File: config.mk
export PLATFORM = sky130hd
export DESIGN_NAME = ps2_rx_fifo
export DESIGN_NICKNAME = d
export VERILOG_FILES = /design/src/rtl/ps2_pkg.sv /design/src/rtl/ps2_sync_fifo.sv /design/src/rtl/ps2_rx_fifo.sv
export SDC_FILE = /design/constraint.sdc
export NUM_CORES = 1
export LEC_CHECK = 0
export CORE_MARGIN = 2
export CORE_UTILIZATION = 60
export DETAILED_ROUTE_END_ITERATION = 16
export GPL_ROUTABILITY_DRIVEN = 1
export PLACE_DENSITY = 0.76
export SETUP_SLACK_MARGIN = 0.15
export SYNTH_ARGS = -nofsm -noshare
export SYNTH_HDL_FRONTEND = slang
export SYNTH_SLANG_ARGS = --single-unit
File: constraint.sdc
create_clock -name clk_50_i -period 5.5 [get_ports clk_50_i]
set_input_delay 0.825 -clock clk_50_i [delete_from_list [all_inputs] [get_ports clk_50_i]]
set_output_delay 0.825 -clock clk_50_i [all_outputs]
set_load 0.02 [all_outputs]
File: src/rtl/ps2_pkg.sv
// Shared types and helpers for the PS/2 receive path.
package ps2_pkg;

  localparam int PS2_DATA_BITS = 8;

  typedef enum logic [1:0] {
    IDLE,
    DATA,
    PARITY,
    STOP
  } ps2_rx_state_t;

  // True when the data byte plus its parity bit hold an odd number of ones.
  function automatic logic odd_parity_ok(input logic [PS2_DATA_BITS-1:0] data,
                                         input logic                     par);
    return ^{data, par};
  endfunction

endpackage

File: src/rtl/ps2_sync_fifo.sv
// Synchronous first-word-fall-through FIFO with occupancy count.
// A push into a full FIFO is accepted only if a pop happens in the same cycle.
module ps2_sync_fifo #(
  parameter int WIDTH = 8,
  parameter int DEPTH = 8
) (
  input  logic                       clk_50_i,
  input  logic                       rst_i,
  input  logic                       push,
  input  logic [WIDTH-1:0]           push_data,
  input  logic                       pop,
  output logic [WIDTH-1:0]           rd_data,
  output logic                       full,
  output logic                       empty,
  output logic [$clog2(DEPTH+1)-1:0] count
);

  localparam int AW = $clog2(DEPTH);
  localparam int CW = $clog2(DEPTH + 1);

  logic [WIDTH-1:0] mem [DEPTH];
  logic [AW-1:0]    wr_ptr_q;
  logic [AW-1:0]    rd_ptr_q;
  logic [CW-1:0]    count_q;
  logic             do_push;
  logic             do_pop;

  assign empty   = (count_q == '0);
  assign full    = (count_q == CW'(DEPTH));
  assign do_pop  = pop & ~empty;
  assign do_push = push & (~full | do_pop);
  assign count   = count_q;
  // Head byte reads as zero while empty so the output is defined out of reset.
  assign rd_data = empty ? '0 : mem[rd_ptr_q];

  // Storage write port.
  // NOTE: the storage array has no reset; only pointers and count do, so
  // stale words are never visible and the array can map to plain RAM.
  always_ff @(posedge clk_50_i) begin
    if (do_push) mem[wr_ptr_q] <= push_data;
  end

  // Pointers wrap naturally because DEPTH is a power of two.
  always_ff @(posedge clk_50_i or posedge rst_i) begin
    if (rst_i) begin
      wr_ptr_q <= '0;
      rd_ptr_q <= '0;
      count_q  <= '0;
    end else begin
      if (do_push) wr_ptr_q <= wr_ptr_q + AW'(1);
      if (do_pop)  rd_ptr_q <= rd_ptr_q + AW'(1);
      case ({do_push, do_pop})
        2'b10:   count_q <= count_q + CW'(1);
        2'b01:   count_q <= count_q - CW'(1);
        default: count_q <= count_q;
      endcase
    end
  end

endmodule

File: src/rtl/ps2_rx_fifo.sv
// PS/2 device-to-host receiver: synchronise and deglitch the pins, deframe
// 11-bit frames, flag errors and buffer good bytes in a FWFT FIFO.
// Everything runs on clk_50_i; ps2_clk_i is only ever sampled as data.
module ps2_rx_fifo
  import ps2_pkg::*;
#(
  parameter int CLK_FREQ_HZ  = 50_000_000,
  parameter int FILTER_LEN   = 8,
  parameter int FIFO_DEPTH   = 8,
  parameter int TIMEOUT_US   = 2000,
  parameter int CHECK_PARITY = 1
) (
  input  logic                            clk_50_i,
  input  logic                            rst_i,
  input  logic                            ps2_clk_i,
  input  logic                            ps2_dat_i,
  output logic [PS2_DATA_BITS-1:0]        data_o,
  output logic                            valid_o,
  input  logic                            ready_i,
  output logic [$clog2(FIFO_DEPTH+1)-1:0] count_o,
  output logic                            parity_err_o,
  output logic                            frame_err_o,
  output logic                            overflow_o
);

  localparam int TO_CYCLES = CLK_FREQ_HZ / 1_000_000 * TIMEOUT_US;
  localparam int TO_W      = $clog2(TO_CYCLES + 1);
  localparam int FW        = $clog2(FILTER_LEN);
  localparam logic [FW-1:0]   FILT_MAX = FW'(FILTER_LEN - 1);
  localparam logic [TO_W-1:0] TO_MAX   = TO_W'(TO_CYCLES);

  logic [1:0]    clk_sync_q;
  logic [1:0]    dat_sync_q;
  logic          clk_s;
  logic          dat_s;
  logic [FW-1:0] filt_cnt_q;
  logic          clk_filt_q;
  logic          clk_filt_dly_q;
  logic          edge_stb;

  ps2_rx_state_t           state_q,   state_d;
  logic [2:0]              bit_cnt_q, bit_cnt_d;
  logic [PS2_DATA_BITS-1:0] shift_q,  shift_d;
  logic                    par_q,     par_d;
  logic [TO_W-1:0]         to_cnt_q,  to_cnt_d;
  logic                    timeout;
  logic                    push_d,    push_q;
  logic [PS2_DATA_BITS-1:0] push_data_q;
  logic                    perr_d,    perr_q;
  logic                    ferr_d,    ferr_q;
  logic                    ovf_q;
  logic                    pop;
  logic                    fifo_full;
  logic                    fifo_empty;

  // Two-flop synchronisers; reset to the idle-high bus level.
  // NOTE: clocked blocks use non-blocking (<=) so every flop samples the
  // pre-edge value and the shift chain does not collapse into one flop.
  always_ff @(posedge clk_50_i or posedge rst_i) begin
    if (rst_i) begin
      clk_sync_q <= 2'b11;
      dat_sync_q <= 2'b11;
    end else begin
      clk_sync_q <= {clk_sync_q[0], ps2_clk_i};
      dat_sync_q <= {dat_sync_q[0], ps2_dat_i};
    end
  end

  assign clk_s = clk_sync_q[1];
  assign dat_s = dat_sync_q[1];

  // Clock deglitch: the filtered clock follows only after FILTER_LEN
  // consecutive samples disagree with it.
  always_ff @(posedge clk_50_i or posedge rst_i) begin
    if (rst_i) begin
      filt_cnt_q     <= '0;
      clk_filt_q     <= 1'b1;
      clk_filt_dly_q <= 1'b1;
    end else begin
      clk_filt_dly_q <= clk_filt_q;
      if (clk_s == clk_filt_q) begin
        filt_cnt_q <= '0;
      end else if (filt_cnt_q == FILT_MAX) begin
        clk_filt_q <= clk_s;
        filt_cnt_q <= '0;
      end else begin
        filt_cnt_q <= filt_cnt_q + FW'(1);
      end
    end
  end

  // One-cycle strobe on each falling edge of the filtered clock.
  assign edge_stb = clk_filt_dly_q & ~clk_filt_q;
  assign timeout  = (state_q != IDLE) && (to_cnt_q == TO_MAX);

  // Deframer next-state logic; an edge takes priority over a timeout.
  // NOTE: every output of this block gets a default first, so no path can
  // leave a signal unassigned and infer a latch.
  always_comb begin
    state_d   = state_q;
    bit_cnt_d = bit_cnt_q;
    shift_d   = shift_q;
    par_d     = par_q;
    push_d    = 1'b0;
    perr_d    = 1'b0;
    ferr_d    = 1'b0;
    to_cnt_d  = (state_q == IDLE || edge_stb) ? '0 : to_cnt_q + TO_W'(1);

    if (edge_stb) begin
      case (state_q)
        IDLE: begin
          if (!dat_s) begin
            state_d   = DATA;
            bit_cnt_d = '0;
          end
        end
        DATA: begin
          shift_d   = {dat_s, shift_q[PS2_DATA_BITS-1:1]};
          bit_cnt_d = bit_cnt_q + 3'd1;
          if (bit_cnt_q == 3'd7) state_d = PARITY;
        end
        PARITY: begin
          par_d   = dat_s;
          state_d = STOP;
        end
        STOP: begin
          state_d = IDLE;
          if (!dat_s) begin
            ferr_d = 1'b1;
          end else if (odd_parity_ok(shift_q, par_q)) begin
            push_d = 1'b1;
          end else begin
            perr_d = 1'b1;
            push_d = (CHECK_PARITY == 0);
          end
        end
        default: state_d = IDLE;
      endcase
    end else if (timeout) begin
      state_d = IDLE;
      ferr_d  = 1'b1;
    end
  end

  // Deframer state and registered push / error outputs.
  always_ff @(posedge clk_50_i or posedge rst_i) begin
    if (rst_i) begin
      state_q     <= IDLE;
      bit_cnt_q   <= '0;
      shift_q     <= '0;
      par_q       <= 1'b0;
      to_cnt_q    <= '0;
      push_q      <= 1'b0;
      push_data_q <= '0;
      perr_q      <= 1'b0;
      ferr_q      <= 1'b0;
    end else begin
      state_q     <= state_d;
      bit_cnt_q   <= bit_cnt_d;
      shift_q     <= shift_d;
      par_q       <= par_d;
      to_cnt_q    <= to_cnt_d;
      push_q      <= push_d;
      push_data_q <= shift_q;
      perr_q      <= perr_d;
      ferr_q      <= ferr_d;
    end
  end

  assign pop = ready_i & valid_o;

  // Overflow: a good byte arrives at a full FIFO that is not being popped.
  always_ff @(posedge clk_50_i or posedge rst_i) begin
    if (rst_i) ovf_q <= 1'b0;
    else       ovf_q <= push_q & fifo_full & ~pop;
  end

  ps2_sync_fifo #(
    .WIDTH(PS2_DATA_BITS),
    .DEPTH(FIFO_DEPTH)
  ) u_fifo (
    .clk_50_i (clk_50_i),
    .rst_i    (rst_i),
    .push     (push_q),
    .push_data(push_data_q),
    .pop      (pop),
    .rd_data  (data_o),
    .full     (fifo_full),
    .empty    (fifo_empty),
    .count    (count_o)
  );

  assign valid_o      = ~fifo_empty;
  assign parity_err_o = perr_q;
  assign frame_err_o  = ferr_q;
  assign overflow_o   = ovf_q;

endmodule

==> results by stage, run 1 <==
Timing:
- The final-report max-slew violation count came to 0.
- For the pin with the worst max-slew slack, the measured transition is 1.06 ns.
- The achievable clock frequency is 0.261 GHz.
- Adding up every negative setup slack in the final design gives 0 ns.
- The time the worst path needs with I/O delays and setup is 3.83 ns.
- The number of failing hold endpoints at the final stage is 0.
- Setup violations remaining at the end of the flow were counted as 0.
- Setup repair after global routing left no endpoint under its margin.
- The clock tree skew after final layout is 0.00922 ns.
- The final critical path takes up 69.7% of the cycle.
- In this run the tightest slew margin relative to its limit is 29.1%.
- The tightest hold margin is 0.355 ns.

Synthesis:
- After synthesis, the netlist uses 45 different library cells.
- The sequential element share of the synthesized area is 65.6%.
- Summing every instance area after synthesis gives 5310 um2.
- In this run, synthesis produced a sequential element count of 126.
- The dominant cell type by area after synthesis is sky130_fd_sc_hd__edfxtp_1.
- Counting instances in the post-synthesis netlist gives the leading cell types as sky130_fd_sc_hd__edfxtp_1 (64), sky130_fd_sc_hd__dfrtp_1 (56), sky130_fd_sc_hd__nor2_1 (36).
- The number of synthesized flops with an enable pin is 64.
- The area share of the leading cell type in the synthesized netlist is 36.2%.
- The net count after synthesis is 377.
- By area the synthesized netlist is led by sky130_fd_sc_hd__edfxtp_1 (36%), sky130_fd_sc_hd__dfrtp_1 (26%), sky130_fd_sc_hd__mux4_2 (6.8%).
- The most used flip-flop cell after synthesis is sky130_fd_sc_hd__edfxtp_1.
- The yosys synthesis warning count is 0.
- Among all cell types in the netlist, the one instantiated most often is sky130_fd_sc_hd__edfxtp_1.
- The number of instances in the synthesized netlist is 358.
- The average instance in the mapped netlist occupies 14.8 um2.
- The share of flip-flops with an asynchronous set or reset is 49.2%.

Clock network:
- The H-tree was split into 4 levels.
- The number of sinks driven by the clock tree is 126.
- Post-CTS repair changed the size of 0 cells.
- In this run, post-CTS hold repair placed 0 buffers.
- Clock-pin slew was measured on the worst setup and hold paths at 0.06 ns.
- The clock tree from TritonCTS is built.
- In this run the clock root is driven by a sky130_fd_sc_hd__clkbuf_8.
- The number of setup buffers added after CTS is 0.
- The insertion delay to the later sink of the worst-skew pair is 0.51 ns.
- Counting along the longest clock path gives a buffer depth of 2.
- TritonCTS created 17 clock buffers.

Setup path:
- At the worst endpoint, the arrival time is 3.01 ns.
- For the worst setup path, the data required time is 4.68 ns.
- The family of cells with the greatest summed delay on the critical path is flip-flops.
- The most critical setup path has its endpoint at data_o[7].
- The critical path class is flip-flop to output pin.
- Tracing the worst setup path back leads to its startpoint at u_fifo.rd_ptr_q[0].
- The logic depth of the worst register-to-register path is 4.
- The largest fanout on the critical path is 18.
- The startpoint of the worst-slack reg-to-reg timing path is u_fifo.count[1].
- The signal on the critical path passes through mux4_2, mux2i_1, nor2_1, clkdlybuf4s50_1.
- The largest single stage delay on the critical path is 1.04 ns.
- The critical path capture point type is an output pin.
- STA classifies the critical path startpoint as a flip-flop.
- Together, buffers and inverters on the worst path number 1.
- The standard cell with the maximum stage delay on the critical path is sky130_fd_sc_hd__dfrtp_1.
- In this run the critical register-to-register path is captured at u_fifo.mem[4][0].
- In this run the number of cells on the critical path is 4.
- The setup slack on the worst flop-to-flop path is 3.25 ns.

Global routing:
- The maximum number of pins on one net before global-route repair is 63.
- The number of antenna violations at the first check in global routing came to 0.
- After global routing the overflow that remains totals 0.
- The wire length of the first global-routing pass is 14.0 mm.
- The global-route usage over all layers is 19.3%.
- The number of global-route vias before repair came to 2,826.

Placed design:
- Routability-driven placement finished with a final weighted congestion of 0.810.
- Summed over all nets, the half-perimeter wirelength after detailed placement is 5.27 mm.
- In this run the tool buffered the top-level ports with 20 buffer cells.
- The total placed cells including tap cells is 476.

Drt:
- The final wirelength is 8.55 mm.
- The starting DRC count in detailed routing is 169.
- Once detail routing completed, the nets flagged for antenna violations numbered 0.
- For this run, design rule violations remaining after detail routing come to 0.
- The total iterations of the first detailed-routing run is 5.
- The per-cell via count in the routed design is 5.67.
- The count of vias placed by the detailed router is 2,880.
- Dividing the detail-routed wire length by the instance count gives 16.8 um.

Job:
- The number of max-capacitance violations reported is 0.

Power:
- The total power density per cell area is 458 nW/um2.
- IR analysis of the VDD net gives a maximum drop of 0.223 mV.
- The leakage power is 0.00240 uW.

Layout:
- The diode insertion count for antenna repair is 0.
- Relative to the synthesized area, the layout overhead comes to 16.3%.
- The ratio of cells with drive above 1 in the final layout is 19.0%.
- After the flow finishes, the layout carries non-filler instances totaling 508.
- For this run, the post-layout net count is 406.

Floorplan:
- The die width is 98.1 um.
- After floorplanning, the core was divided into 34 placement rows.
- Once the floorplan was initialized, standard cells occupied 61.5% of the core.
- The die outline height is 98.1 um.
- The core outline area is 8640 um2.
- 21 I/O pins were placed.
- The full die area is 9620 um2.

Hold path:
- The tightest min-delay check is of the flip-flop to flip-flop type.

Run status:
- The flow ran to the end, and the final reports show no timing, DRC or antenna violations.
-- cell families (layout without fill, tap and decap cells) --
family | after synthesis | in the layout | share of synthesized area, %
AO/OA/AOI/OAI | 24 | 24 | 3.11
AND/OR/NAND/NOR | 107 | 107 | 10.7
multiplexers | 37 | 37 | 11.1
adder cells (fa/ha/maj) | 14 | 14 | 3.30
flip-flops | 126 | 126 | 65.6
buffers and inverters | 25 | 67 | 1.91
XOR/XNOR | 25 | 25 | 4.38
-- state kept, by name, summed over array words and instances (netlist names) --
name and count:
shift_q 8, clk_filt_q 1, u_fifo.count 4, dat_sync_q 2
frame_err_o 1, overflow_o 1, clk_filt_dly_q 1, push_data_q 8
par_q 1, push_q 1, to_cnt_q 17, state_q 2
bit_cnt_q 3, u_fifo.mem 64, u_fifo.rd_ptr_q 3, u_fifo.wr_ptr_q 3
parity_err_o 1, clk_sync_q 2, filt_cnt_q 3
-- worst min-delay path by stage --
stage / start / endpoint / slack [ns] / cells past startpoint
2_1_floorplan: clk_sync_q[0] / clk_sync_q[1] / 0.35 / 0
3_3_place_gp: dat_sync_q[0] / dat_sync_q[1] / 0.35 / 0
3_5_place_dp: clk_sync_q[0] / clk_sync_q[1] / 0.35 / 0
4_1_cts: clk_sync_q[0] / clk_sync_q[1] / 0.36 / 0
5_1_grt: clk_sync_q[0] / clk_sync_q[1] / 0.36 / 0
6_report: clk_sync_q[0] / clk_sync_q[1] / 0.36 / 0
-- layout make-up --
cell class	count	area, um2
clock buffers	18	418
fillers	576	2460
flip-flops and latches	126	3480
repair buffers	21	208
clock inverters	14	144
inverters	14	52.6
well taps	108	135
multi-input cells	207	1740
-- report_power, final --
group          switching [uW]  internal, uW  total [uW]
Sequential                154          1070        1230
Combinational             268           302         570
Clock                     390           642        1030
Total                     811          2020        2830
-- per-stage QoR --
stage	instance area [um2]	power, uW	util (%)	worst slack, ns
5_1_grt	6180	2970	71.5	1.42
3_3_place_gp	5610	1800	65.0	2.19
3_5_place_dp	5610	1820	65.0	2.17
6_report	6180	2830	71.5	1.67
4_1_cts	6180	2860	71.5	1.59
2_1_floorplan	5310	1640	-	3.03
-- layout by cell type, fill, tap and decap left out, types with 4 or more instances in the layout --
master                            count
sky130_fd_sc_hd__o21ai_0              9
sky130_fd_sc_hd__dfstp_2              6
sky130_fd_sc_hd__nor4_1               6
sky130_fd_sc_hd__inv_1               12
sky130_fd_sc_hd__edfxtp_1            64
sky130_fd_sc_hd__clkinv_4             4
sky130_fd_sc_hd__nand4_1              6
sky130_fd_sc_hd__mux4_2              16
sky130_fd_sc_hd__ha_1                14
sky130_fd_sc_hd__nand2_1             17
sky130_fd_sc_hd__clkdlybuf4s50_1     20
sky130_fd_sc_hd__dfrtp_1             56
sky130_fd_sc_hd__xnor2_1             17
sky130_fd_sc_hd__clkbuf_16           16
sky130_fd_sc_hd__nand3_1             10
sky130_fd_sc_hd__mux2i_1              9
sky130_fd_sc_hd__mux2_2              11
sky130_fd_sc_hd__nand2b_1             5
sky130_fd_sc_hd__xor2_1               7
sky130_fd_sc_hd__and2_1               4
sky130_fd_sc_hd__nor2_1              36
sky130_fd_sc_hd__a21oi_1              5
sky130_fd_sc_hd__nor3_1               4
-- routing by layer --
metal,track usage (%),routed length (um)
met5,0,0
met4,6.52,101
met3,6.30,353
met2,31.5,4370
met1,24.7,3720
Note: power is estimated with default switching activity, not from simulation.
==> run 2, diff against run 1 <==
Clock period 5.5 ns to 3.9 ns, I/O delays scaled along.
==> results by stage, run 2 (synthesis gave the netlist of run 1 again) <==
Run status:
- The run finished with clean final reports.

Drt:
- The antenna violation net count after detailed routing is 0 (unchanged).
- The starting DRC count in detailed routing is 166 (-1.8%).
- The DRC violations left is 0 (unchanged).
- The count of vias placed by the detailed router is 2,926 (+1.6%).
- The final wirelength is 9.14 mm (+6.9%).
- The routed wire length per instance is 17.9 um (+6.3%).
- The total iterations of the first detailed-routing run was 4 (-1).
- The per-cell via count in the routed design is 5.73 (+1.0%).

Setup path:
- The required time of the critical path is 3.31 ns (-1.37 ns).
- The family of cells with the greatest summed delay on the critical path is simple AND/OR/NAND/NOR gates.
- The startpoint class of the critical path is a flip-flop.
- The standard cell with the maximum stage delay on the critical path is sky130_fd_sc_hd__clkdlybuf4s50_1.
- The arrival time at the worst endpoint is 2.60 ns (-0.41 ns).
- The most numerous cell type found on the critical path is sky130_fd_sc_hd__nor2_1.
- The largest fanout on the critical path is 9 (-9).
- The count of buffer and inverter cells on the critical path came to 1 (unchanged).
- Traced cell by cell, the critical path runs through or3_4, nor2_1, nor2_1, clkdlybuf4s50_1.
- The worst setup path is of the flip-flop to output pin kind.
- STA classifies the critical path endpoint as an output pin.
- The maximum single-stage delay on the critical path is 0.56 ns (-0.48 ns).

Clock network:
- The count of H-tree levels built during CTS is 4 (unchanged).
- The number of instances resized during post-cts repair came to 0 (unchanged).
- TritonCTS built the clock tree.
- The number of sinks driven by the clock tree is 126 (unchanged).
- The hold buffer count at cts came to 0 (unchanged).
- The number of buffers created by CTS came to 17 (unchanged).
- The clock transition time at the flip-flop clock pins of the worst setup and hold paths is 0.06 ns (about the same).
- The number of setup buffers added after CTS was 0 (unchanged).
- The insertion delay to the later sink of the worst-skew pair came to 0.51 ns (about the same).
- The tree is rooted in a sky130_fd_sc_hd__clkbuf_8.
- The maximum clock path buffer count is 2 (unchanged).

Layout:
- The sequential cell area in the final layout is 3480 um2 (unchanged).
- The largest registers in the layout are u_fifo.mem x64, to_cnt_q x17.
- The flip-flop count of the largest register, all copies and words added is 64 (unchanged).
- From synthesis to final layout, the design area changed by 16.5%.
- The number of filler cells placed in the layout came to 554 (-3.8%).
- Leaving out fill and tap cells, the most frequent cell in the layout is sky130_fd_sc_hd__edfxtp_1.
- The area of combinational cells with multiple inputs is 1730 um2 (-0.58%).
- The final layout net count came to 409 (+0.74%).
- In the layout the commonest cells are sky130_fd_sc_hd__edfxtp_1 (64), sky130_fd_sc_hd__dfrtp_1 (56), sky130_fd_sc_hd__nor2_1 (36).
- The diode insertion count for antenna repair was 0 (unchanged).
- The register with the most flip-flops is u_fifo.mem.
- The ratio of cells with drive above 1 in the final layout is 19.1% (+0.11 points).

Placed design:
- The placer congestion estimate is 0.802 (-1.1%).
- The estimated wirelength of the detail-placed design is 5.74 mm (+9.0%).
- The number of input and output port buffers inserted was 20 (unchanged).

Global routing:
- The wire length of the first global-routing pass came to 15.3 mm (+9.2%).
- The number of global-route vias before repair is 2,991 (+5.8%).
- The residual overflow from global routing came to 0 (unchanged).
- The number of antenna violations at the first check in global routing is 0 (unchanged).
- The global-route usage over all layers came to 21.3% (+2.0 points).
- The maximum number of pins on one net before global-route repair is 54 (-14%).

Floorplan:
- The die width is 98.1 um (unchanged).
- The number of standard-cell rows in the floorplan is 34 (unchanged).
- The core outline area is 8640 um2 (unchanged).
- The count of boundary I/O pins is 21 (unchanged).
- The full die area is 9620 um2 (unchanged).
- The die outline height is 98.1 um (unchanged).
- The initial core utilization came to 61.5% (unchanged).

Power:
- The total power density per cell area is 651 nW/um2 (+42%).
- The peak supply drop is 0.388 mV (+74%).
- The leakage power is 0.00241 uW (+0.45%).
- The final total power is 4030 uW (+43%).

Timing:
- The post-route fraction of the period consumed by the critical path is 81.7%.
- The number of failing hold endpoints at the final stage is 0 (unchanged).
- The slew at the pin closest to its max-slew limit was 1.09 ns (+0.0264 ns).
- For the finished layout, the period the worst path requires is 3.19 ns.
- The total of endpoints with negative setup slack in the final report is 0 (unchanged).
- The final-report max-slew violation count is 0 (unchanged).
- The clock tree skew after final layout is 0.0131 ns (+0.00389 ns).
- The aggregate negative setup slack came to 0 ns (unchanged).
- Setup repair after global routing left no endpoint under its margin.
- Derived from the worst setup path, the maximum achievable clock frequency is 0.314 GHz.
- The worst-case headroom to the max-slew limit is 27.2% (-1.9 points).

Job:
- The number of max-capacitance violations reported was 0 (unchanged).

Hold path:
- In this run the worst hold path is classified as flip-flop to flip-flop.
==> run 2: cell count changes in the layout (fill, tap and decap cells not counted) <==
| cell | change |
|---|---|
| sky130_fd_sc_hd__nor3_2 | -2 |
| sky130_fd_sc_hd__nor3_1 | +2 |
| sky130_fd_sc_hd__inv_6 | +3 |
| sky130_fd_sc_hd__buf_4 | +3 |
| sky130_fd_sc_hd__clkinv_2 | +1 |
| sky130_fd_sc_hd__clkinv_4 | -3 |
| sky130_fd_sc_hd__clkinvlp_4 | -1 |
==> run 2: through the flow <==
step	hold WS, ns	utilization (%)	instances	setup WS, ns	cell area [um2]
2_1_floorplan	0.345	-	358	1.67	5310
4_1_cts	0.358	71.6	511	0.644	6190
6_report	0.355	71.6	511	0.712	6190
3_3_place_gp	0.346	65.2	479	1.21	5630
3_5_place_dp	0.349	65.2	479	1.15	5630
5_1_grt	0.359	71.6	511	0.454	6190
==> run 2: per-layer routing <==
layer / part of all wire [%] / vias to the layer above / GRT usage, %
met5: 0 / - / 0
met4: 1.8 / 0 / 7.91
met3: 3.5 / 18 / 6.01
met2: 50 / 66 / 34.1
met1: 44 / 1457 / 28.5
li1: - / 1385 / -
==> run 2: layout make-up <==
cell class                      instances  area share, %
Sequential cell                       126           56.3
Multi-Input combinational cell        207           27.9
Clock buffer                           18           6.76
Timing Repair Buffer                   24           3.72
Clock inverter                         14           2.29
Tap cell                              108           2.18
Inverter                               14          0.850
==> run 2: worst paths after layout <==
check | to | slack [ns] | from | cells past startpoint
min in group asynchronous | u_fifo.count[3] | 0.68 | rst_i | 2
max | data_o[7] | 0.71 | u_fifo.count[1] | 4
max in group asynchronous | dat_sync_q[0] | 2.40 | rst_i | 3
max reg2reg | u_fifo.mem[2][7] | 1.70 | u_fifo.count[1] | 4
min | dat_sync_q[1] | 0.36 | dat_sync_q[0] | 0
min reg2reg | dat_sync_q[1] | 0.36 | dat_sync_q[0] | 0
==> run 2: worst reg2reg max path, cell delays in order (launching register included) <==
cell,delay (ns)
sky130_fd_sc_hd__dfrtp_1,0.54
sky130_fd_sc_hd__or3_4,0.21
sky130_fd_sc_hd__o21a_1,0.25
sky130_fd_sc_hd__nand2b_1,0.17
sky130_fd_sc_hd__nor2_1,0.66
==> run 2: power by group <==
part	switching, uW	internal, uW	leakage, uW
registers	167	1510	0.00142
logic	438	434	0.000721
clock network	570	908	0.000271
total	1170	2850	0.00241
==> run 3, diff against run 2 <==
Clock period 3.9 ns to 3.1 ns, I/O delays scaled along.
==> results by stage, run 3 (synthesis gave the netlist of run 1 again) <==
Run status:
- The run finished with clean final reports.

Clock network:
- The number of setup buffers added after CTS is 0 (unchanged).
- The number of buffers created by CTS is 17 (unchanged).
- The clock tree from TritonCTS is built.
- The number of instances resized during post-cts repair is 1 (+1).
- The hold buffer count at cts is 0 (unchanged).
- The count of H-tree levels built during CTS was 4 (unchanged).
- The maximum clock path buffer count is 2 (unchanged).
- The master cell of the clock root buffer is sky130_fd_sc_hd__clkbuf_8.
- The number of sinks driven by the clock tree is 126 (unchanged).
- The clock transition time at the flip-flop clock pins of the worst setup and hold paths is 0.06 ns (about the same).
- The insertion delay to the later sink of the worst-skew pair is 0.51 ns (about the same).

Power:
- The leakage power is 0.00249 uW (+2.9%).
- The net switching power was 1440 uW (+23%).
- The total power density per cell area is 823 nW/um2 (+26%).
- The relative contribution of the clock network to total power was 37.3% (+0.6 points).
- The final total power is 5190 uW (+29%).
- The cell-internal power is 3740 uW (+31%).
- The part of the power in combinational logic was 21.8% (+0.2 points).
- The register share of total power is 40.8% (-0.9 points).
- The fraction of power spent switching nets was 27.8% (-1.4 points).
- The peak supply drop is 0.614 mV (+58%).

Placed design:
- The estimated wirelength of the detail-placed design is 5.52 mm (-3.9%).
- The placer congestion estimate is 0.743 (-7.3%).
- The number of input and output port buffers inserted is 20 (unchanged).
- The total placed instance area is 5710 um2 (+1.4%).

Setup path:
- The arrival time at the worst endpoint is 2.38 ns (-0.22 ns).
- The critical path in this run is classified as flip-flop to output pin.
- In this run the critical register-to-register path is launched from u_fifo.count[0].
- The required time of the critical path is 2.63 ns (-0.68 ns).
- The worst setup path is captured at an output pin.
- The worst setup path is launched from a flip-flop.
- The critical path starts at u_fifo.rd_ptr_q[0].
- The logic depth of the worst register-to-register path was 7 (+3).
- The largest fanout on the critical path is 7 (-2).

Timing:
- The slew at the pin closest to its max-slew limit is 0.648 ns (-0.442 ns).
- Setup repair after global routing could not meet its margin everywhere.
- After layout, the minimum clock period comes to 2.84 ns.
- The aggregate negative setup slack came to 0 ns (unchanged).
- The worst-case headroom to the max-slew limit is 56.7% (+30 points).
- The total of endpoints with negative setup slack in the final report was 0 (unchanged).
- The number of failing hold endpoints at the final stage is 0 (unchanged).
- The final critical path takes up 91.7% of the cycle.
- The final-report max-slew violation count came to 0 (unchanged).
- The achievable clock frequency is 0.352 GHz.
- The clock tree skew after final layout was 0.0122 ns (-0.000916 ns).

Floorplan:
- The number of standard-cell rows in the floorplan came to 34 (unchanged).
- The die width is 98.1 um (unchanged).
- The core outline area is 8640 um2 (unchanged).
- The initial core utilization came to 61.5% (unchanged).
- The count of boundary I/O pins is 21 (unchanged).
- The full die area is 9620 um2 (unchanged).
- The die outline height is 98.1 um (unchanged).

Drt:
- The routed wire length per instance was 17.3 um (-3.3%).
- The starting DRC count in detailed routing came to 155 (-6.6%).
- The total iterations of the first detailed-routing run is 4 (unchanged).
- The final wirelength was 8.99 mm (-1.6%).
- The DRC violations left is 0 (unchanged).
- The per-cell via count in the routed design is 5.67 (-1.1%).
- The count of vias placed by the detailed router is 2,946 (+0.68%).
- The antenna violation net count after detailed routing was 0 (unchanged).

Global routing:
- The residual overflow from global routing came to 0 (unchanged).
- The wire length of the first global-routing pass is 15.3 mm (-0.27%).
- The global-route usage over all layers came to 21.1% (-0.24 points).
- The number of antenna violations at the first check in global routing came to 0 (unchanged).
- The number of global-route vias before repair is 3,082 (+3.0%).
- The maximum number of pins on one net before global-route repair is 34 (-37%).

Layout:
- The growth of design area from synthesis to finish is 18.7%.
- The sequential cell area in the final layout is 3480 um2 (about the same).
- The diode insertion count for antenna repair is 0 (unchanged).
- The area of combinational cells with multiple inputs is 1730 um2 (unchanged).
- The ratio of cells with drive above 1 in the final layout was 21.1% (+2.0 points).
- In the layout the commonest cells are sky130_fd_sc_hd__edfxtp_1 (64), sky130_fd_sc_hd__dfrtp_1 (55), sky130_fd_sc_hd__nor2_1 (36).
- The number of filler cells placed in the layout is 543 (-2.0%).
- The final layout net count was 418 (+2.2%).
- The register with the most flip-flops is u_fifo.mem.
- The largest registers in the layout are u_fifo.mem x64, to_cnt_q x17.
- The summed area of non-filler cells in the final layout is 6300 um2 (+1.9%).
- The leading cell type in the layout, fill and taps excluded is sky130_fd_sc_hd__edfxtp_1.
- The flip-flop count of the largest register, all copies and words added is 64 (unchanged).

Job:
- The number of max-capacitance violations reported is 0 (unchanged).

Hold path:
- The worst hold path depth is 0 (unchanged).
- The start point of the worst min-delay path is clk_sync_q[0].
- The path class of the tightest hold or removal check is flip-flop to flip-flop.
[run 3: worst paths after layout]
path                                    to  slack, ns
setup / recovery                 data_o[7]       0.26
hold / removal               clk_sync_q[1]       0.35
setup reg to reg           u_fifo.count[2]       0.87
hold reg to reg              clk_sync_q[1]       0.35
max in group asynchronous   clk_filt_dly_q       2.05
min in group asynchronous  u_fifo.count[3]       0.38
[run 3: power by group through the flow]
stage | combinational (uW) | clock [uW] | sequential, uW
detailed placement | 1130 | 0 | 2140
CTS | 1140 | 1970 | 2120
finish | 1130 | 1940 | 2120
global route | 1250 | 2060 | 2140
floorplan | 856 | 0 | 2060
global placement | 1100 | 0 | 2130
[run 3: metal layers]
layer / wire length, um / vias up / track usage [%]
li1: - / 1393 / -
met2: 4600 / 59 / 34.7
met5: 0 / - / 0
met3: 294 / 16 / 6.87
met1: 3950 / 1478 / 27.0
met4: 151 / 0 / 6.62
[run 3: stage by stage]
stage | hold slack (ns) | util, % | setup WS, ns | std cells
5_1_grt | 0.336 | 73.0 | 0.148 | 520
4_1_cts | 0.337 | 72.9 | 0.215 | 520
2_1_floorplan | 0.345 | - | 0.973 | 358
6_report | 0.354 | 73.0 | 0.256 | 520
3_3_place_gp | 0.346 | 66.1 | 0.677 | 488
3_5_place_dp | 0.347 | 66.1 | 0.616 | 488
[run 3: area by class of cell]
class	count	share of cell area, %
timing repair buffer	33	4.98
clock buffer	22	7.19
multi-input combinational	207	27.4
inverter	14	0.834
tap	108	2.14
sequential	126	55.2
clock inverter	10	2.20
[run 3: worst max-delay path: stages (launching register included)]
cell	delay, ns
sky130_fd_sc_hd__dfrtp_1	0.36
sky130_fd_sc_hd__buf_4	0.21
sky130_fd_sc_hd__mux4_2	0.53
sky130_fd_sc_hd__mux2i_1	0.19
sky130_fd_sc_hd__nor2_1	0.06
sky130_fd_sc_hd__clkdlybuf4s50_1	0.53
